### config.mk
export PLATFORM = sky130hd
export DESIGN_NAME = multi_bank_mem_requester_flat
export DESIGN_NICKNAME = d
export VERILOG_FILES = /design/src/rtl/mb_mem_pkg.sv /design/src/rtl/multi_bank_mem_requester_if.sv /design/src/rtl/mb_rd_skid_fifo.sv /design/src/rtl/multi_bank_mem_requester.sv /design/src/flat_wrapper.sv
export SDC_FILE = /design/constraint.sdc
export NUM_CORES = 1
export LEC_CHECK = 0
export CELL_PAD_IN_SITES_DETAIL_PLACEMENT = 0
export CELL_PAD_IN_SITES_GLOBAL_PLACEMENT = 1
export CORE_MARGIN = 2
export CORE_UTILIZATION = 35
export DETAILED_ROUTE_END_ITERATION = 10
export GPL_TIMING_DRIVEN = 1
export PLACE_DENSITY = 0.82
export SYNTH_ARGS = -nofsm -noshare
export SYNTH_HDL_FRONTEND = slang
export SYNTH_SLANG_ARGS = --single-unit
### constraint.sdc
create_clock -name clk -period 2.2 [get_ports clk]
set_input_delay 0.55 -clock clk [delete_from_list [all_inputs] [get_ports clk]]
set_output_delay 0.55 -clock clk [all_outputs]
set_load 0.02 [all_outputs]
### src/rtl/mb_mem_pkg.sv
// Shared definitions for the multi-bank memory requester slice.
// Purpose : bank geometry, command opcode encodings and the FSM state type
//           used by the requester, its interface and its read FIFO.
// Contents: NUM_BANKS / BANK_W  - number of memory banks and bank-select width
//           OP_FILL / OP_READ   - values carried on cmd_op
//           mb_state_e          - requester FSM states
package mb_mem_pkg;

  localparam int NUM_BANKS = 4;
  localparam int BANK_W    = 2;

  localparam logic OP_FILL = 1'b0;
  localparam logic OP_READ = 1'b1;

  typedef enum logic [1:0] {
    ST_IDLE = 2'd0,
    ST_FILL = 2'd1,
    ST_READ = 2'd2
  } mb_state_e;

endpackage

### src/rtl/multi_bank_mem_requester_if.sv
// Bundle of every handshake and memory-side signal of the requester.
// Purpose : lets the requester and its environment exchange the command,
//           fill-data, read-data and memory buses through one port.
// Modports: master - the requester itself (accepts commands, drives memory)
//           slave  - the environment (datapath + memory model)
// Signals : cmd_*  command channel (valid/ready, op, bank, addr, len)
//           wr_*   fill-data channel (valid/ready, data)
//           rd_*   read-data channel (valid/ready, data)
//           busy   requester activity flag
//           mem_*  memory port (we, bank_sel, addr, din, dout)
interface multi_bank_mem_requester_if #(
  parameter int DATA_WIDTH = 8,
  parameter int ADDR_WIDTH = 4,
  parameter int LEN_WIDTH  = 6
);
  import mb_mem_pkg::*;

  logic                  cmd_valid;
  logic                  cmd_ready;
  logic                  cmd_op;
  logic [BANK_W-1:0]     cmd_bank;
  logic [ADDR_WIDTH-1:0] cmd_addr;
  logic [LEN_WIDTH-1:0]  cmd_len;

  logic                  wr_valid;
  logic                  wr_ready;
  logic [DATA_WIDTH-1:0] wr_data;

  logic                  rd_valid;
  logic                  rd_ready;
  logic [DATA_WIDTH-1:0] rd_data;

  logic                  busy;

  logic                  mem_we;
  logic [BANK_W-1:0]     mem_bank_sel;
  logic [ADDR_WIDTH-1:0] mem_addr;
  logic [DATA_WIDTH-1:0] mem_din;
  logic [DATA_WIDTH-1:0] mem_dout;

  modport master (
    input  cmd_valid, cmd_op, cmd_bank, cmd_addr, cmd_len,
    input  wr_valid, wr_data,
    input  rd_ready,
    input  mem_dout,
    output cmd_ready, wr_ready, rd_valid, rd_data, busy,
    output mem_we, mem_bank_sel, mem_addr, mem_din
  );

  modport slave (
    output cmd_valid, cmd_op, cmd_bank, cmd_addr, cmd_len,
    output wr_valid, wr_data,
    output rd_ready,
    output mem_dout,
    input  cmd_ready, wr_ready, rd_valid, rd_data, busy,
    input  mem_we, mem_bank_sel, mem_addr, mem_din
  );

endinterface

### src/rtl/mb_rd_skid_fifo.sv
// Two-entry synchronous FIFO that buffers memory read data for the requester.
// Purpose : decouples the fixed one-cycle memory latency from a consumer
//           that may stall at any time.
// Ports   : clk, rst_n      clock, asynchronous active-low reset
//           push_i          write push_data_i this cycle
//           push_data_i     word to store
//           pop_i           consumer took the head word this cycle
//           count_o         entries currently held (0..2)
//           valid_o         head word available
//           data_o          head word
module mb_rd_skid_fifo #(
  parameter int DATA_WIDTH = 8
) (
  input  logic                  clk,
  input  logic                  rst_n,
  input  logic                  push_i,
  input  logic [DATA_WIDTH-1:0] push_data_i,
  input  logic                  pop_i,
  output logic [1:0]            count_o,
  output logic                  valid_o,
  output logic [DATA_WIDTH-1:0] data_o
);

  logic [DATA_WIDTH-1:0] store_q [2];
  logic                  wr_ptr_q;
  logic                  rd_ptr_q;
  logic [1:0]            count_q;

  // Storage is cleared on reset so the head word reads as zero afterwards.
  always_ff @(posedge clk or negedge rst_n) begin
    if (!rst_n) begin
      store_q[0] <= '0;
      store_q[1] <= '0;
      wr_ptr_q   <= 1'b0;
      rd_ptr_q   <= 1'b0;
      count_q    <= 2'd0;
    end else begin
      if (push_i) begin
        store_q[wr_ptr_q] <= push_data_i;
        wr_ptr_q          <= ~wr_ptr_q;
      end
      if (pop_i) begin
        rd_ptr_q <= ~rd_ptr_q;
      end
      unique case ({push_i, pop_i})
        2'b10:   count_q <= count_q + 2'd1;
        2'b01:   count_q <= count_q - 2'd1;
        default: count_q <= count_q;
      endcase
    end
  end

  assign count_o = count_q;
  assign valid_o = (count_q != 2'd0);
  assign data_o  = store_q[rd_ptr_q];

endmodule

### src/rtl/multi_bank_mem_requester.sv
// Burst initiator for a 4-bank memory with one-cycle registered read data.
// Purpose : accepts one FILL or READ command at a time and walks a linear
//           address range {bank, addr} for cmd_len+1 words, writing fill
//           data into the memory or streaming read data out through a
//           two-entry FIFO that tolerates any rd_ready pattern.
// Ports   : clk    rising-edge clock
//           rst_n  asynchronous active-low reset
//           bus    master view of multi_bank_mem_requester_if
//                  (command, fill data, read data, busy, memory port)
module multi_bank_mem_requester
  import mb_mem_pkg::*;
#(
  parameter int DATA_WIDTH = 8,
  parameter int ADDR_WIDTH = 4,
  parameter int LEN_WIDTH  = 6
) (
  input  logic                        clk,
  input  logic                        rst_n,
  multi_bank_mem_requester_if.master  bus
);

  // Bank and address form one counter so the wrap into the next bank
  // (and from bank 3 back to bank 0) falls out of plain binary carry.
  localparam int LIN_W = BANK_W + ADDR_WIDTH;

  mb_state_e             state_q, state_d;
  logic [LIN_W-1:0]      cur_q, cur_d;
  logic [LEN_WIDTH-1:0]  remain_q, remain_d;
  logic [DATA_WIDTH-1:0] din_hold_q, din_hold_d;
  logic                  inflight_q;
  logic                  alive_q;

  logic                  issue;
  logic                  cmd_ready;
  logic                  wr_ready;
  logic                  mem_we;
  logic                  pop;
  logic [1:0]            fifo_count;
  logic                  fifo_valid;
  logic [DATA_WIDTH-1:0] fifo_data;
  logic [2:0]            occupancy;

  // Words already buffered or on their way, minus the one leaving this
  // cycle; keeping this below two guarantees the FIFO never overflows.
  assign pop       = fifo_valid & bus.rd_ready;
  assign occupancy = {1'b0, fifo_count} + {2'b00, inflight_q} - {2'b00, pop};

  // State register. alive_q holds cmd_ready low during reset and lets it
  // rise one cycle after reset is released.
  always_ff @(posedge clk or negedge rst_n) begin
    if (!rst_n) begin
      state_q    <= ST_IDLE;
      cur_q      <= '0;
      remain_q   <= '0;
      din_hold_q <= '0;
      inflight_q <= 1'b0;
      alive_q    <= 1'b0;
    end else begin
      state_q    <= state_d;
      cur_q      <= cur_d;
      remain_q   <= remain_d;
      din_hold_q <= din_hold_d;
      inflight_q <= issue;
      alive_q    <= 1'b1;
    end
  end

  // Next-state and handshake logic. A new command waits for the last
  // in-flight read to land so its data cannot mix with the next burst.
  always_comb begin
    state_d    = state_q;
    cur_d      = cur_q;
    remain_d   = remain_q;
    din_hold_d = din_hold_q;
    issue      = 1'b0;
    cmd_ready  = 1'b0;
    wr_ready   = 1'b0;
    mem_we     = 1'b0;

    unique case (state_q)
      ST_IDLE: begin
        cmd_ready = alive_q & ~inflight_q;
        if (bus.cmd_valid && cmd_ready) begin
          cur_d    = {bus.cmd_bank, bus.cmd_addr};
          remain_d = bus.cmd_len;
          state_d  = (bus.cmd_op == OP_READ) ? ST_READ : ST_FILL;
        end
      end

      ST_FILL: begin
        wr_ready = 1'b1;
        mem_we   = bus.wr_valid;
        if (bus.wr_valid) begin
          din_hold_d = bus.wr_data;
          cur_d      = cur_q + LIN_W'(1);
          remain_d   = remain_q - LEN_WIDTH'(1);
          if (remain_q == '0) begin
            state_d = ST_IDLE;
          end
        end
      end

      ST_READ: begin
        if (occupancy < 3'd2) begin
          issue    = 1'b1;
          cur_d    = cur_q + LIN_W'(1);
          remain_d = remain_q - LEN_WIDTH'(1);
          if (remain_q == '0) begin
            state_d = ST_IDLE;
          end
        end
      end

      default: begin
        state_d = ST_IDLE;
      end
    endcase
  end

  mb_rd_skid_fifo #(
    .DATA_WIDTH (DATA_WIDTH)
  ) u_rd_fifo (
    .clk         (clk),
    .rst_n       (rst_n),
    .push_i      (inflight_q),
    .push_data_i (bus.mem_dout),
    .pop_i       (pop),
    .count_o     (fifo_count),
    .valid_o     (fifo_valid),
    .data_o      (fifo_data)
  );

  // Memory write data follows the fill channel live; outside FILL it keeps
  // the last word written so the memory data bus does not toggle needlessly.
  assign bus.mem_we       = mem_we;
  assign bus.mem_bank_sel = cur_q[LIN_W-1:ADDR_WIDTH];
  assign bus.mem_addr     = cur_q[ADDR_WIDTH-1:0];
  assign bus.mem_din      = (state_q == ST_FILL) ? bus.wr_data : din_hold_q;

  assign bus.cmd_ready = cmd_ready;
  assign bus.wr_ready  = wr_ready;
  assign bus.rd_valid  = fifo_valid;
  assign bus.rd_data   = fifo_data;
  assign bus.busy      = (state_q != ST_IDLE) | inflight_q | (fifo_count != 2'd0);

endmodule

### src/flat_wrapper.sv
// flat-port wrapper written by rule: the top's interface ports become plain ports
module multi_bank_mem_requester_flat import mb_mem_pkg::*;
#(
  parameter int DATA_WIDTH = 8,
  parameter int ADDR_WIDTH = 4,
  parameter int LEN_WIDTH  = 6
)
  (clk, rst_n, bus_cmd_valid, bus_cmd_op, bus_cmd_bank, bus_cmd_addr, bus_cmd_len, bus_wr_valid, bus_wr_data, bus_rd_ready, bus_mem_dout, bus_cmd_ready, bus_wr_ready, bus_rd_valid, bus_rd_data, bus_busy, bus_mem_we, bus_mem_bank_sel, bus_mem_addr, bus_mem_din);
  multi_bank_mem_requester_if #(.DATA_WIDTH(DATA_WIDTH), .ADDR_WIDTH(ADDR_WIDTH), .LEN_WIDTH(LEN_WIDTH)) bus_i ();
  input  logic clk;
  input  logic rst_n;
  input wire logic [$bits(bus_i.cmd_valid)-1:0] bus_cmd_valid;
  input wire logic [$bits(bus_i.cmd_op)-1:0] bus_cmd_op;
  input wire logic [$bits(bus_i.cmd_bank)-1:0] bus_cmd_bank;
  input wire logic [$bits(bus_i.cmd_addr)-1:0] bus_cmd_addr;
  input wire logic [$bits(bus_i.cmd_len)-1:0] bus_cmd_len;
  input wire logic [$bits(bus_i.wr_valid)-1:0] bus_wr_valid;
  input wire logic [$bits(bus_i.wr_data)-1:0] bus_wr_data;
  input wire logic [$bits(bus_i.rd_ready)-1:0] bus_rd_ready;
  input wire logic [$bits(bus_i.mem_dout)-1:0] bus_mem_dout;
  output wire logic [$bits(bus_i.cmd_ready)-1:0] bus_cmd_ready;
  output wire logic [$bits(bus_i.wr_ready)-1:0] bus_wr_ready;
  output wire logic [$bits(bus_i.rd_valid)-1:0] bus_rd_valid;
  output wire logic [$bits(bus_i.rd_data)-1:0] bus_rd_data;
  output wire logic [$bits(bus_i.busy)-1:0] bus_busy;
  output wire logic [$bits(bus_i.mem_we)-1:0] bus_mem_we;
  output wire logic [$bits(bus_i.mem_bank_sel)-1:0] bus_mem_bank_sel;
  output wire logic [$bits(bus_i.mem_addr)-1:0] bus_mem_addr;
  output wire logic [$bits(bus_i.mem_din)-1:0] bus_mem_din;
  assign bus_i.cmd_valid = bus_cmd_valid;
  assign bus_i.cmd_op = bus_cmd_op;
  assign bus_i.cmd_bank = bus_cmd_bank;
  assign bus_i.cmd_addr = bus_cmd_addr;
  assign bus_i.cmd_len = bus_cmd_len;
  assign bus_i.wr_valid = bus_wr_valid;
  assign bus_i.wr_data = bus_wr_data;
  assign bus_i.rd_ready = bus_rd_ready;
  assign bus_i.mem_dout = bus_mem_dout;
  assign bus_cmd_ready = bus_i.cmd_ready;
  assign bus_wr_ready = bus_i.wr_ready;
  assign bus_rd_valid = bus_i.rd_valid;
  assign bus_rd_data = bus_i.rd_data;
  assign bus_busy = bus_i.busy;
  assign bus_mem_we = bus_i.mem_we;
  assign bus_mem_bank_sel = bus_i.mem_bank_sel;
  assign bus_mem_addr = bus_i.mem_addr;
  assign bus_mem_din = bus_i.mem_din;
  multi_bank_mem_requester #(.DATA_WIDTH(DATA_WIDTH), .ADDR_WIDTH(ADDR_WIDTH), .LEN_WIDTH(LEN_WIDTH)) u_core (.clk(clk), .rst_n(rst_n), .bus(bus_i));
endmodule
* Word level (Yosys, flattened, before mapping)
Cells that the tools add are included.
** Cells by class
- Add/subtract/negate cells :: 6
- Magnitude comparators :: 4
- Eq/ne operators :: 7
- Muxes and demuxes :: 27
- Bitwise operators :: 9
- Reduce and logical (&&, ||, !) cells :: 11
** Operators by type and width (number)
- $mux 8 :: 5
- $mux 6 :: 6
- $pmux 6 s3 :: 2
- $bwmux 16 :: 1
- $mux 2 :: 5
- $demux 8 s1 :: 1
- $add 6x1->6 const B :: 1
- $logic_not 6->1 :: 1
- $pmux 2 s3 :: 1
- $reduce_bool 2->1 :: 3
- $sub 6x1->6 const B :: 1
- $mux 1 :: 5
- $eq 2x1->1 const B :: 2
- $eq 2x2->1 const B :: 2
- $ge 2x2->1 const B :: 2
- $ne 2x1->1 const B :: 2
- $not 1->2 :: 2
- $pmux 2 s2 :: 1
- $reduce_and 4->1 :: 1
- $add 2x1->3 :: 1
- $lt 3x2->1 const B :: 1
- $not 1->1 :: 3
- $reduce_and 3->1 :: 1
- $reduce_bool 3->1 :: 1
- 10 further kinds :: 13
** Word-level totals
- Bits in registers :: 44
- Input bits :: 34
- Output and inout bits :: 27

* Logic depth before layout (Yosys ltp)
Gate-level depths: netlist (run 1).
- Word-level depth :: 6
- Mapped depth :: 11
- Depth with buffers taken out :: 9

* Hierarchy
From an unflattened synthesis (run 1), not the netlist that was laid out.
** Second synthesis, totals
- Cells, all modules :: 206
- Area, all modules :: 2408.6 um^2
** Modules (own cells, without submodules)
- multi_bank_mem_requester :: instances 1, cells each 150, area an instance 1545.2 um^2, seq. area each 600.6 um^2
- mb_rd_skid_fifo :: instances 1, cells each 56, area an instance 863.3 um^2, seq. area each 500.5 um^2

* Worst setup path before layout (run 1)
No wires, ideal clock.
- Path kind :: register to register
- From :: register u_core.u_rd_fifo.count_q[1], in the netlist u_core.u_rd_fifo.count_o[1]
- To :: register u_core.cur_q[2]
- Library setup time :: 71 ps
- Arrival :: 2416 ps
- Required time :: 2129 ps
- Path slack :: -287 ps
- Cell stages (with the launch flop) :: 11
- Buffers on the path :: 1
- Path through :: dfrtp_1 > inv_1 > nand2_1 > nand2_1 > nor2_1 > fa_1 > xnor2_1 > a21boi_1 > buf_6 > or4b_2 > nand4_1
** On the way
- Cells in the longest elaborated chain, start to end :: 6
- Elaborated cells on any way between the ends :: 7
** Ends and longest elaborated chain
- start: declaration :: line mb_rd_skid_fifo.sv:27 : logic [1:0] count_q;
- start signal: assignment :: line mb_rd_skid_fifo.sv:46 : 2'b10: count_q <= count_q + 2'd1;
- start signal: assignment :: line mb_rd_skid_fifo.sv:47 : 2'b01: count_q <= count_q - 2'd1;
- start signal: assignment :: line mb_rd_skid_fifo.sv:48 : default: count_q <= count_q;
- $reduce_bool 2->1 :: line mb_rd_skid_fifo.sv:54 : assign valid_o = (count_q != 2'd0);
- net bus_rd_valid :: line flat_wrapper.sv:23 : output wire logic [$bits(bus_i.rd_valid)-1:0] bus_rd_valid;
- $and 1x1->1 :: line multi_bank_mem_requester.sv:45 : assign pop = fifo_valid & bus.rd_ready;
- $sub 3x1->3 :: line multi_bank_mem_requester.sv:46 : assign occupancy = {1'b0, fifo_count} + {2'b00, inflight_q} - {2'b00, pop};
- $lt 3x2->1 :: line multi_bank_mem_requester.sv:104 : if (occupancy < 3'd2) begin
- $ne 2x1->1 (no source line)
- $reduce_and 4->1 (no source line)
- end signal: assignment :: line multi_bank_mem_requester.sv:60 : cur_q <= cur_d;
- end: declaration :: line multi_bank_mem_requester.sv:27 : logic [LIN_W-1:0] cur_q, cur_d;
The timed path passes the listed nets, and every way through them passes these cells.
A chain may end at the register's enable or synchronous reset.

* Final worst setup path (run 1)
- From :: register u_core.inflight_q
- To :: register u_core.cur_q[0]
** On the way
- Cells in the longest elaborated chain, start to end :: 5
- Elaborated cells on any way between the ends :: 9
** Ends and longest elaborated chain
- start: declaration :: line multi_bank_mem_requester.sv:30 : logic inflight_q;
- start signal: assignment :: line multi_bank_mem_requester.sv:63 : inflight_q <= issue;
- $add 2x1->3 / $not 1->1 (equally long branches) :: line multi_bank_mem_requester.sv:46, multi_bank_mem_requester.sv:82
- $sub 3x1->3 / $and 1x1->1 (equally long branches) :: line multi_bank_mem_requester.sv:46, multi_bank_mem_requester.sv:82
- $lt 3x2->1 / $logic_and 1x1->1 (equally long branches) :: line multi_bank_mem_requester.sv:104, multi_bank_mem_requester.sv:83
- $ne 2x1->1 (no source line)
- $reduce_and 4->1 (no source line) *
Mark *: on every way between the ends. The rest lies on a longest branch, timed or not.

==> metrics.md, run 1 <==
| Metric | Value |
|---|---|
| Critical Path Source Type | `flip-flop` |
| Largest net degree at the start of global routing | `17` |
| VDD IR max | `about 720 uV` |
| Core ar. | `between 6000 and 7000 um^2` |
| Post-synth EDFFs | `0` |
| Post-route minimum period | `roughly 2.3 ns` |
| # hold bufs at CTS | `0` |
| Top-Level Pins | `61` |
| Comb pwr share | `a little under two thirds` |
| Cell area after synthesis | `approximately 2400 um^2` |
| Vias per cell | `roughly 5` |
| Storage cell area | `between 1000 and 1500 um^2` |
| Initial Util | `approximately 36%` |
| Area Overhead vs Synth | `50.33%` |
| Leak pwr | `approximately 0.0017 uW` |
| Non-Filler Instances | `roughly 390` |
| P_sw | `approximately 2400 uW` |
| Max_cap viols | `0` |
| Hold WC Path Type | `input pin to async pin` |
| Crit. End Element | `flip-flop` |
| Top FF cell, synth | `dfrtp_1` |
| Pint | `~3700 uW` |
| H-tree levels | `2` |
| Detailed-route DRC error count | `0` |
| Seq/Total Area, Yosys | `between 40% and 50%` |
| PortBufs | `60` |
| Gpl congestion | `approximately 0.76` |
| Synth unique cells | `44` |
| Final setup violation count | `9` |
| Net count, final | `353` |
| Clk Latency, worst-skew pair | `approximately 0.3 ns` |
| CTS tree | `yes` |
| Die Y | `approximately 88 um` |
| Vias in the first global route | `around 1900` |
| Status | `finished with violations` |
| Layout cells sized above 1 | `47.27%` |
| Pre-Repair DR Iteration Count | `4` |
| Clock Power Share | `a little over a tenth` |
| Asr flop ratio synth | `100.0%` |
| Initial antenna violation count | `0` |
| Biggest area consumer among synthesized cells | `dfrtp_1` |
| Top-area cell type share of the netlist area | `45.11%` |
| Most instantiated library cell after synthesis | `dfrtp_1` |
| Post-route ant nets | `0` |
| Sw frac | `between 30% and 40%` |
| Syn Area/Cell | `around 12 um^2` |
| Placed Cells | `~380` |
| Critical path class | `flip-flop to flip-flop` |
| Clock sink count | `44` |
| Post-Route WL | `between 5 and 6 mm` |
| Synth area leaders | `dfrtp_1 (45%), mux2_2 (20%), ha_1 (4.1%), o41ai_1 (2.2%), mux2i_1 (2.1%)` |
| Fmax | `roughly 440 MHz` |
| Gr usage total | `approximately 15%` |
| Fillers | `623` |
| CTS Buffer Depth | `2` |
| RSZ-0062 raised after global routing | `true` |
| Failing checks | `setup timing` |
| Iter 0 DRT Violations | `37` |
| Detailed Place HPWL | `slightly above 4 mm` |
| Power Density | `1642 nW/um^2` |
| Reg clk slew, reported paths | `approximately 0.09 ns` |
| Row count | `30` |
| Yosys warns | `0` |
| Dpl ws | `-0.8374 ns` |
| First-pass GRT wire length | `8.838 mm` |
| Diodes inserted | `0` |
| Synth Net Count | `253` |
| Synth cell count leaders | `dfrtp_1 (44), mux2_2 (43), inv_1 (13), nand2_1 (13), ha_1 (8)` |
| Die area | `around 7700 um^2` |
| Max-slew violation count | `0` |
| #FFs+latches synth | `44` |
| CP required | `between 2 and 2.5 ns` |
| Final Cycle Share | `104.2%` |
| Num CTS Buffers | `5` |
| CP max FO | `6` |
| Setup total negative slack | `-0.5077 ns` |
| Remaining Overflow, GRT | `0` |
| Die width | `approximately 88 um` |
| Mapped Cells | `210` |
| Sequential power share | `25.2%` |
| Post-route setup slack | `-0.09196 ns` |
| CP arrival | `roughly 2.5 ns` |
| Final-report hold violation count | `0` |
| Clk root buf | `clkbuf_8` |
| Area occupied by multi-input gates | `around 1400 um^2` |
| Total number of vias | `roughly 2000` |
| Final clock skew | `between 0.006 and 0.007 ns` |
| Drt wl/cell | `about 15 um` |
sequential cells by signal, summed over array words and instances (netlist names):
signal	flops
u_core.u_rd_fifo.store_q	16
u_core.din_hold_q	8
u_core.cur_q	6
u_core.remain_q	6
u_core.state_q	2
u_core.u_rd_fifo.count_o	2
u_core.alive_q	1
u_core.inflight_q	1
u_core.u_rd_fifo.rd_ptr_q	1
u_core.u_rd_fifo.wr_ptr_q	1
power groups by stage:
stage               clock, uW  combinational (uW)  sequential, uW
floorplan                   0                2190            1500
global placement            0                3520            1510
detailed placement          0                3570            1530
CTS                       691                3660            1520
global route              717                4140            1580
finish                    666                3840            1520
critical path: stages (launching register included):
cell and delay [ns]:
dfrtp_2 0.44, xor2_2 0.16, nand2_2 0.09, fa_2 0.42, xnor2_2 0.20, a21boi_2 0.09
or3_4 0.39, buf_6 0.14, mux2_2 0.26
worst paths after layout:
kind | start | endpoint | slack [ns] | cells after the start
max | u_core.inflight_q$_DFF_PN0_ | u_core.cur_q[0]$_DFFE_PN0P_ | -0.09 | 8
min | rst_n | u_core.u_rd_fifo.store_q[7]$_DFFE_PN0P_ | 0.15 | 1
max reg2reg | u_core.inflight_q$_DFF_PN0_ | u_core.cur_q[0]$_DFFE_PN0P_ | -0.09 | 8
min reg2reg | u_core.u_rd_fifo.wr_ptr_q$_DFFE_PN0P_ | u_core.u_rd_fifo.wr_ptr_q$_DFFE_PN0P_ | 0.50 | 1
max in group asynchronous | rst_n | u_core.u_rd_fifo.rd_ptr_q$_DFFE_PN0P_ | 1.48 | 2
min in group clk | u_core.u_rd_fifo.wr_ptr_q$_DFFE_PN0P_ | u_core.u_rd_fifo.wr_ptr_q$_DFFE_PN0P_ | 0.50 | 1
placed cells by master, fill, tap and decap left out, drive strengths merged, types with 3 or more instances in the layout:
cell type	n
buf	55
nand2b	5
nand3	3
o21ai	5
mux2i	5
xor2	3
or4	3
mux2	43
nand2	13
clkbuf	8
a211o	3
o211ai	3
inv	13
a221oi	3
dlygate4sd2	9
nor4	3
nor3	4
clkdlybuf4s50	38
nor2	3
dfrtp	44
nand3b	4
o41ai	6
or4b	3
ha	8
or3	4
final cells by class:
type | count | share of cell area (%)
multi-input combinational | 142 | 38.15
sequential | 44 | 30.07
timing repair buffer | 104 | 24.41
tap | 80 | 2.728
clock buffer | 6 | 2.250
inverter | 13 | 1.330
clock inverter | 2 | 1.057
cell families (layout without fill, tap and decap cells):
| family | count (synthesis) | after routing | synth area share, % |
|---|---|---|---|
| flip-flops | 44 | 44 | 45.11 |
| XOR/XNOR | 5 | 5 | 1.794 |
| AND/OR/NAND/NOR | 53 | 53 | 13.17 |
| adder cells (fa/ha/maj) | 9 | 9 | 4.921 |
| multiplexers | 48 | 48 | 21.89 |
| other | 1 | 1 | 0.1536 |
| AO/OA/AOI/OAI | 26 | 26 | 8.355 |
| buffers and inverters | 24 | 125 | 4.613 |
timing repair:
action,4_1_cts,5_1_grt
buffers inserted,4,4
pin swaps,11,14
endpoints found under the setup margin,34,19
gates resized for setup,75,17
metrics by stage:
step                utilization (%)  hold WS (ns)  cell area [um^2]  total power, uW
floorplan                         -        0.2544              2486             3687
global placement              50.24        0.4779              3395             5027
detailed placement            50.24        0.4831              3395             5097
CTS                           53.26        0.1512              3598             5869
global route                  54.31        0.1543              3670             6435
finish                        54.31        0.1487              3670             6025
routing by layer:
layer  global-route usage, %  share of wire (%)  up-vias
met4                   2.937               0.32        0
met2                   24.38                 49       47
met1                   19.43                 45      960
met5                       0                  0        -
li1                        -                  -      957
met3                   4.171                4.7        2
(Power assumes the default switching activity.)
==> inputs of run 2 (changes only) <==
--- a/config.mk
+++ b/config.mk
@@ -12,6 +12,7 @@
 export DETAILED_ROUTE_END_ITERATION = 10
 export GPL_TIMING_DRIVEN = 1
 export PLACE_DENSITY = 0.82
+export SETUP_SLACK_MARGIN = 0.2
 export SYNTH_ARGS = -nofsm -noshare
 export SYNTH_HDL_FRONTEND = slang
 export SYNTH_SLANG_ARGS = --single-unit
==> run 2 against run 1 <==
The run still ends with setup timing left. Via count up 1.5%. Utilization up 1.7 points. Routed wire length up 2.1%. Global-route usage up 1.3 points. Critical path type unchanged. Critical endpoint is now u_core.remain_q[3]$_DFFE_PN0P_. Largest cell class unchanged.
==> metrics.md, run 2 (synthesized netlist as in run 1, its figures left out) <==
| Metric | Value |
|---|---|
| Leading cell type in the layout, fill and taps excluded | `dfrtp_1` |
| Remaining Overflow, GRT | `0` |
| Diodes inserted | `0` |
| Post-route setup slack | `-0.05075 ns` |
| Largest net degree at the start of global routing | `24` |
| Fillers | `between 500 and 600` |
| Clk Latency, worst-skew pair | `roughly 0.3 ns` |
| Sw frac | `between 30% and 40%` |
| Die Y | `87.52 um` |
| Clock sink count | `44` |
| Reg2reg end | `u_core.remain_q[3]$_DFFE_PN0P_` |
| Core ar. | `a little under 7000 um^2` |
| RSZ-0062 raised after global routing | `true` |
| Pint | `3882 uW` |
| Final-report hold violation count | `0` |
| Drt wl/cell | `~15 um` |
| Delay-heaviest family, CP | `simple AND/OR/NAND/NOR gates` |
| Fmax | `444.3 MHz` |
| Clk root buf | `clkbuf_8` |
| PortBufs | `60` |
| Post-route ant nets | `0` |
| Max_cap viols | `0` |
| Comb pwr share | `65.3%` |
| Slew headroom | `62.26%` |
| Top reg by flops | `u_core.u_rd_fifo.store_q` |
| Sequential power share | `a little under a quarter` |
| Final setup violation count | `7` |
| Post-route minimum period | `around 2.3 ns` |
| Post-Layout Inst Area | `3785 um^2` |
| Status | `finished with violations` |
| VDD IR max | `between 800 and 900 uV` |
| Total number of vias | `1996` |
| Critical Path Source Type | `flip-flop` |
| Layout cells sized above 1 | `49.52%` |
| Area after DPL | `3372 um^2` |
| Final hold slack | `0.2370 ns` |
| Clock Power Share | `10.7%` |
| Largest registers | `u_core.u_rd_fifo.store_q: 16 flops, u_core.din_hold_q: 8 flops` |
| Final clock skew | `0.007398 ns` |
| Failing checks | `setup timing` |
| Critical-path top delay cell | `dfrtp_1` |
| CTS Buffer Depth | `2` |
| Top-Level Pins | `61` |
| Reg2Reg Depth | `8` |
| Worst Path Buf+Inv | `1` |
| Most frequent cells in the layout | `dfrtp_1 (43), clkdlybuf4s50_1 (37), buf_4 (36)` |
| Largest stage delay, worst path | `roughly 0.42 ns` |
| CP required | `around 2.4 ns` |
| Cells along the critical path | `xor2_2 > nand2_2 > fa_2 > xnor2_2 > a21boi_2 > or3_4 > buf_6 > a211o_2` |
| Tightest Pin Transition | `0.5661 ns` |
| Initial Util | `a little over a third` |
| Detailed-route DRC error count | `0` |
| Num CTS Buffers | `5` |
| Max-slew violation count | `0` |
| Area Overhead vs Synth | `55.05%` |
| Power Density | `around 1700 nW/um^2` |
| Gr usage total | `about 16%` |
| Iter 0 DRT Violations | `between 70 and 80` |
| CTS tree | `yes` |
| CP max FO | `4` |
| RR Startpoint | `u_core.inflight_q$_DFF_PN0_` |
| Post-Route WL | `slightly below 6 mm` |
| First-pass GRT wire length | `between 9 and 10 mm` |
| Hold WC Path Type | `input pin to async pin` |
| Dpl ws | `-0.8819 ns` |
| Net count, final | `between 300 and 400` |
| Vias in the first global route | `around 2100` |
| Reg clk slew, reported paths | `0.08 ns` |
| H-tree levels | `2` |
| Initial antenna violation count | `0` |
| Crit. End Element | `flip-flop` |
| Final Cycle Share | `102.3%` |
| Pre-Repair DR Iteration Count | `4` |
| Critical path class | `flip-flop to flip-flop` |
| Die area | `about 7700 um^2` |
| Number of flip-flops in the largest register | `16` |
| Vias per cell | `between 5 and 6` |
| Gpl congestion | `between 0.7 and 0.8` |
| Leak pwr | `between 0.0015 and 0.002 uW` |
| Row count | `30` |
| # hold bufs at CTS | `0` |
| Die width | `around 88 um` |
| Detailed Place HPWL | `about 4.1 mm` |
| CP arrival | `approximately 2.4 ns` |
| Worst R2R Setup Slack | `-0.05 ns` |
| P_sw | `2401 uW` |
run 2: worst max path at each step:
stage	startpoint	end	slack, ns	cells past startpoint
2_1_floorplan	bus_rd_ready	u_core.cur_q[2]$_DFFE_PN0P_	-0.14	8
3_3_place_gp	bus_rd_ready	u_core.remain_q[2]$_DFFE_PN0P_	-0.85	9
6_report	u_core.inflight_q$_DFF_PN0_	u_core.remain_q[3]$_DFFE_PN0P_	-0.05	8
3_5_place_dp	bus_rd_ready	u_core.remain_q[2]$_DFFE_PN0P_	-0.88	9
5_1_grt	u_core.inflight_q$_DFF_PN0_	u_core.remain_q[3]$_DFFE_PN0P_	-0.12	8
4_1_cts	u_core.inflight_q$_DFF_PN0_	u_core.remain_q[3]$_DFFE_PN0P_	-0.03	8
run 2: repair_timing:
action / 4_1_cts / 5_1_grt
gates resized for setup: 128 / 21
pin swaps: 15 / 4
setup endpoints to repair: 35 / 34
setup buffers: 10 / 3
cloned: 0 / 0
run 2: stage by stage:
step                      util, %  setup TNS, ns  cells  total power, uW
after global routing        56.02         -1.019    393             6731
after floorplan                 -        -0.6441    210             3687
after CTS                   55.59       -0.04125    390             6251
final                       56.02        -0.1431    393             6283
after detailed placement    49.91         -13.39    372             5056
after global placement      49.91         -12.61    372             4984
run 2: layout make-up:
type | count | area (um^2) | share of cell area (%)
Clock buffer | 7 | 96.34 | 2.545
Clock inverter | 1 | 30.03 | 0.7934
Inverter | 13 | 51.30 | 1.355
Multi-Input combinational cell | 142 | 1433 | 37.85
Sequential cell | 44 | 1102 | 29.12
Tap cell | 80 | 100.1 | 2.645
Timing Repair Buffer | 106 | 972.2 | 25.69
run 2: power by group through the flow:
stage                     combinational, uW  clock, uW  sequential [uW]
after floorplan                        2190          0             1500
after global placement                 3470          0             1510
after detailed placement               3520          0             1540
after CTS                              4050        696             1500
after global routing                   4440        731             1560
final                                  4100        673             1510
run 2: metal layers:
| metal | global-route usage, % | vias up | part of all wire (%) |
|---|---|---|---|
| li1 | - | 962 | - |
| met1 | 19.20 | 982 | 42 |
| met2 | 27.75 | 45 | 51 |
| met3 | 4.739 | 7 | 4.9 |
| met4 | 5.315 | 0 | 1.7 |
| met5 | 0 | - | 0 |
==> inputs of run 3 (changes only) <==
--- a/config.mk
+++ b/config.mk
@@ -8,10 +8,11 @@
 export CELL_PAD_IN_SITES_DETAIL_PLACEMENT = 0
 export CELL_PAD_IN_SITES_GLOBAL_PLACEMENT = 1
 export CORE_MARGIN = 2
-export CORE_UTILIZATION = 35
+export CORE_UTILIZATION = 41
 export DETAILED_ROUTE_END_ITERATION = 10
 export GPL_TIMING_DRIVEN = 1
-export PLACE_DENSITY = 0.82
+export HOLD_SLACK_MARGIN = 0.08
+export PLACE_DENSITY = 0.89
 export SETUP_SLACK_MARGIN = 0.2
 export SYNTH_ARGS = -nofsm -noshare
 export SYNTH_HDL_FRONTEND = slang
==> constraint.sdc (replaced) <==
create_clock -name clk -period 2.75 [get_ports clk]
set_input_delay 0.6875 -clock clk [delete_from_list [all_inputs] [get_ports clk]]
set_output_delay 0.6875 -clock clk [all_outputs]
set_load 0.02 [all_outputs]
==> run 3 against run 2 <==
Die area decreased by 14%. Routed wire length shrank 9.3%. Global-route usage up 1.2 points. Largest power group unchanged. Sequential cell count unchanged. Worst hold slack gained 0.16 ns. First-iteration DRC count down 2.5%. The run now ends clean. Largest cell class unchanged. Critical path type is now input pin to flip-flop. Clock power decreased by 37%. Register-to-register slack better by 0.34 ns.
==> metrics.md, run 3 (synthesized netlist as in run 1, its figures left out) <==
| Metric | Value |
|---|---|
| Status | `completed` |
| Net count, final | `between 300 and 400` |
| Detailed Place HPWL | `about 3.7 mm` |
| Gpl congestion | `between 0.7 and 0.8` |
| Drt wl/cell | `roughly 15 um` |
| Final Cycle Share | `between 90% and 100%` |
| Detailed-route DRC error count | `0` |
| Layout cells sized above 1 | `33.22%` |
| CP required | `slightly below 3 ns` |
| H-tree levels | `2` |
| Top reg by flops | `u_core.u_rd_fifo.store_q` |
| Initial antenna violation count | `0` |
| Post-route setup slack | `around 0.26 ns` |
| Remaining Overflow, GRT | `0` |
| RSZ-0062 raised after global routing | `false` |
| Post-route minimum period | `approximately 2.5 ns` |
| Area after DPL | `roughly 3200 um^2` |
| Final-report hold violation count | `0` |
| RR Startpoint | `u_core.inflight_q$_DFF_PN0_` |
| Critical Path Source Type | `input pin` |
| Final clock skew | `about 0.0076 ns` |
| Fillers | `around 510` |
| CP max FO | `5` |
| Pre-Repair DR Iteration Count | `4` |
| Die width | `about 81 um` |
| CTS tree | `yes` |
| Iter 0 DRT Violations | `77` |
| Crit. End Element | `flip-flop` |
| Post-Route WL | `about 5.3 mm` |
| Vias in the first global route | `approximately 1900` |
| Placed Cells | `~350` |
| Leak pwr | `roughly 0.0015 uW` |
| Num CTS Buffers | `5` |
| Gr usage total | `between 15 and 20%` |
| Clk root buf | `clkbuf_8` |
| Post-Layout Inst Area | `~3400 um^2` |
| Clk Latency, worst-skew pair | `approximately 0.3 ns` |
| Die Y | `slightly above 80 um` |
| Post-route ant nets | `0` |
| Number of flip-flops in the largest register | `16` |
| Power Density | `approximately 1300 nW/um^2` |
| Final setup violation count | `0` |
| Total number of vias | `roughly 1900` |
| VDD IR max | `about 760 uV` |
| Slew headroom | `between 40% and 50%` |
| Diodes inserted | `0` |
| Initial Util | `a little over two fifths` |
| Largest net degree at the start of global routing | `29` |
| Top-Level Pins | `61` |
| Largest registers | `u_core.u_rd_fifo.store_q: 16 flops, u_core.din_hold_q: 8 flops` |
| Hold WC Path Type | `input pin to async pin` |
| CP arrival | `2.68 ns` |
| Dpl ws | `-0.6077 ns` |
| Max_cap viols | `0` |
| Most frequent cells in the layout | `clkdlybuf4s50_1 (47), mux2_2 (42), dfrtp_1 (42)` |
| Critical path class | `input pin to flip-flop` |
| Reg clk slew, reported paths | `roughly 0.080 ns` |
| PortBufs | `60` |
| Vias per cell | `between 5 and 6` |
| Fmax | `between 400 and 500 MHz` |
| Core ar. | `5851 um^2` |
| Leading cell type in the layout, fill and taps excluded | `clkdlybuf4s50_1` |
| CTS Buffer Depth | `2` |
| Die area | `approximately 6600 um^2` |
| First-pass GRT wire length | `about 8.7 mm` |
| Clock sink count | `44` |
| Area Overhead vs Synth | `37.37%` |
| Tightest Pin Transition | `roughly 0.76 ns` |
| CP startpoint | `bus_rd_ready` |
| Non-Filler Instances | `~360` |
| Row count | `28` |
| Max-slew violation count | `0` |
-- run 3: per-layer routing --
layer  track usage (%)  vias up  wire length, um
li1                  -      912                -
met4             4.576        0               51
met2             30.25       43             2641
met5                 0        -                0
met3             5.333        6              321
met1             20.62      950             2236
-- run 3: path summary, 6_finish.rpt --
| check | to | slack (ns) | depth (start not counted) |
|---|---|---|---|
| setup / recovery | u_core.remain_q[3]$_DFFE_PN0P_ | 0.26 | 9 |
| hold / removal | u_core.cur_q[4]$_DFFE_PN0P_ | 0.40 | 1 |
| setup reg to reg | u_core.remain_q[3]$_DFFE_PN0P_ | 0.29 | 8 |
| hold reg to reg | u_core.u_rd_fifo.wr_ptr_q$_DFFE_PN0P_ | 0.49 | 1 |
| max in group asynchronous | u_core.u_rd_fifo.store_q[3]$_DFFE_PN0P_ | 1.75 | 2 |
| min in group clk | u_core.u_rd_fifo.wr_ptr_q$_DFFE_PN0P_ | 0.49 | 1 |
-- run 3: power breakdown --
group          internal [uW]  total [uW]  leakage [uW]  switching, uW
Clock                    201         422     0.0000510            221
Combinational           1370        2610      0.000893           1230
Sequential               979        1220      0.000523            238
-- run 3: final cells by class --
class	count	area (um^2)	share of cell area, %
clock buffer	6	82.58	2.463
clock inverter	2	10.01	0.2985
inverter	13	48.80	1.455
multi-input combinational	143	1300	38.77
sequential	44	1104	32.91
tap	75	93.84	2.799
timing repair buffer	78	714.4	21.31
-- run 3: critical path, cell delays in order --
cell	delay [ns]
buf_2	0.11
xor2_2	0.17
nand2_2	0.09
fa_2	0.41
xnor2_2	0.19
a21boi_2	0.11
buf_6	0.14
or3_4	0.42
a211o_2	0.34
-- run 3: per-stage QoR --
step	hold WS, ns	power (uW)	setup TNS [ns]	util [%]
floorplan	0.3919	2864	0	-
detailed placement	0.4830	3722	-6.993	54.21
global placement	0.4753	3667	-6.136	54.21
CTS	0.4177	4213	0	56.54
global route	0.4517	4579	0	57.31
finish	0.3965	4246	0	57.31
-- run 3: repair_timing --
action	4_1_cts	5_1_grt
setup buffers	1	2
gates cloned	2	0
pin swaps	7	2
gates resized for setup	25	9
hold buffers	0	0
hold endpoints to repair	0	0
setup endpoints to repair	26	22
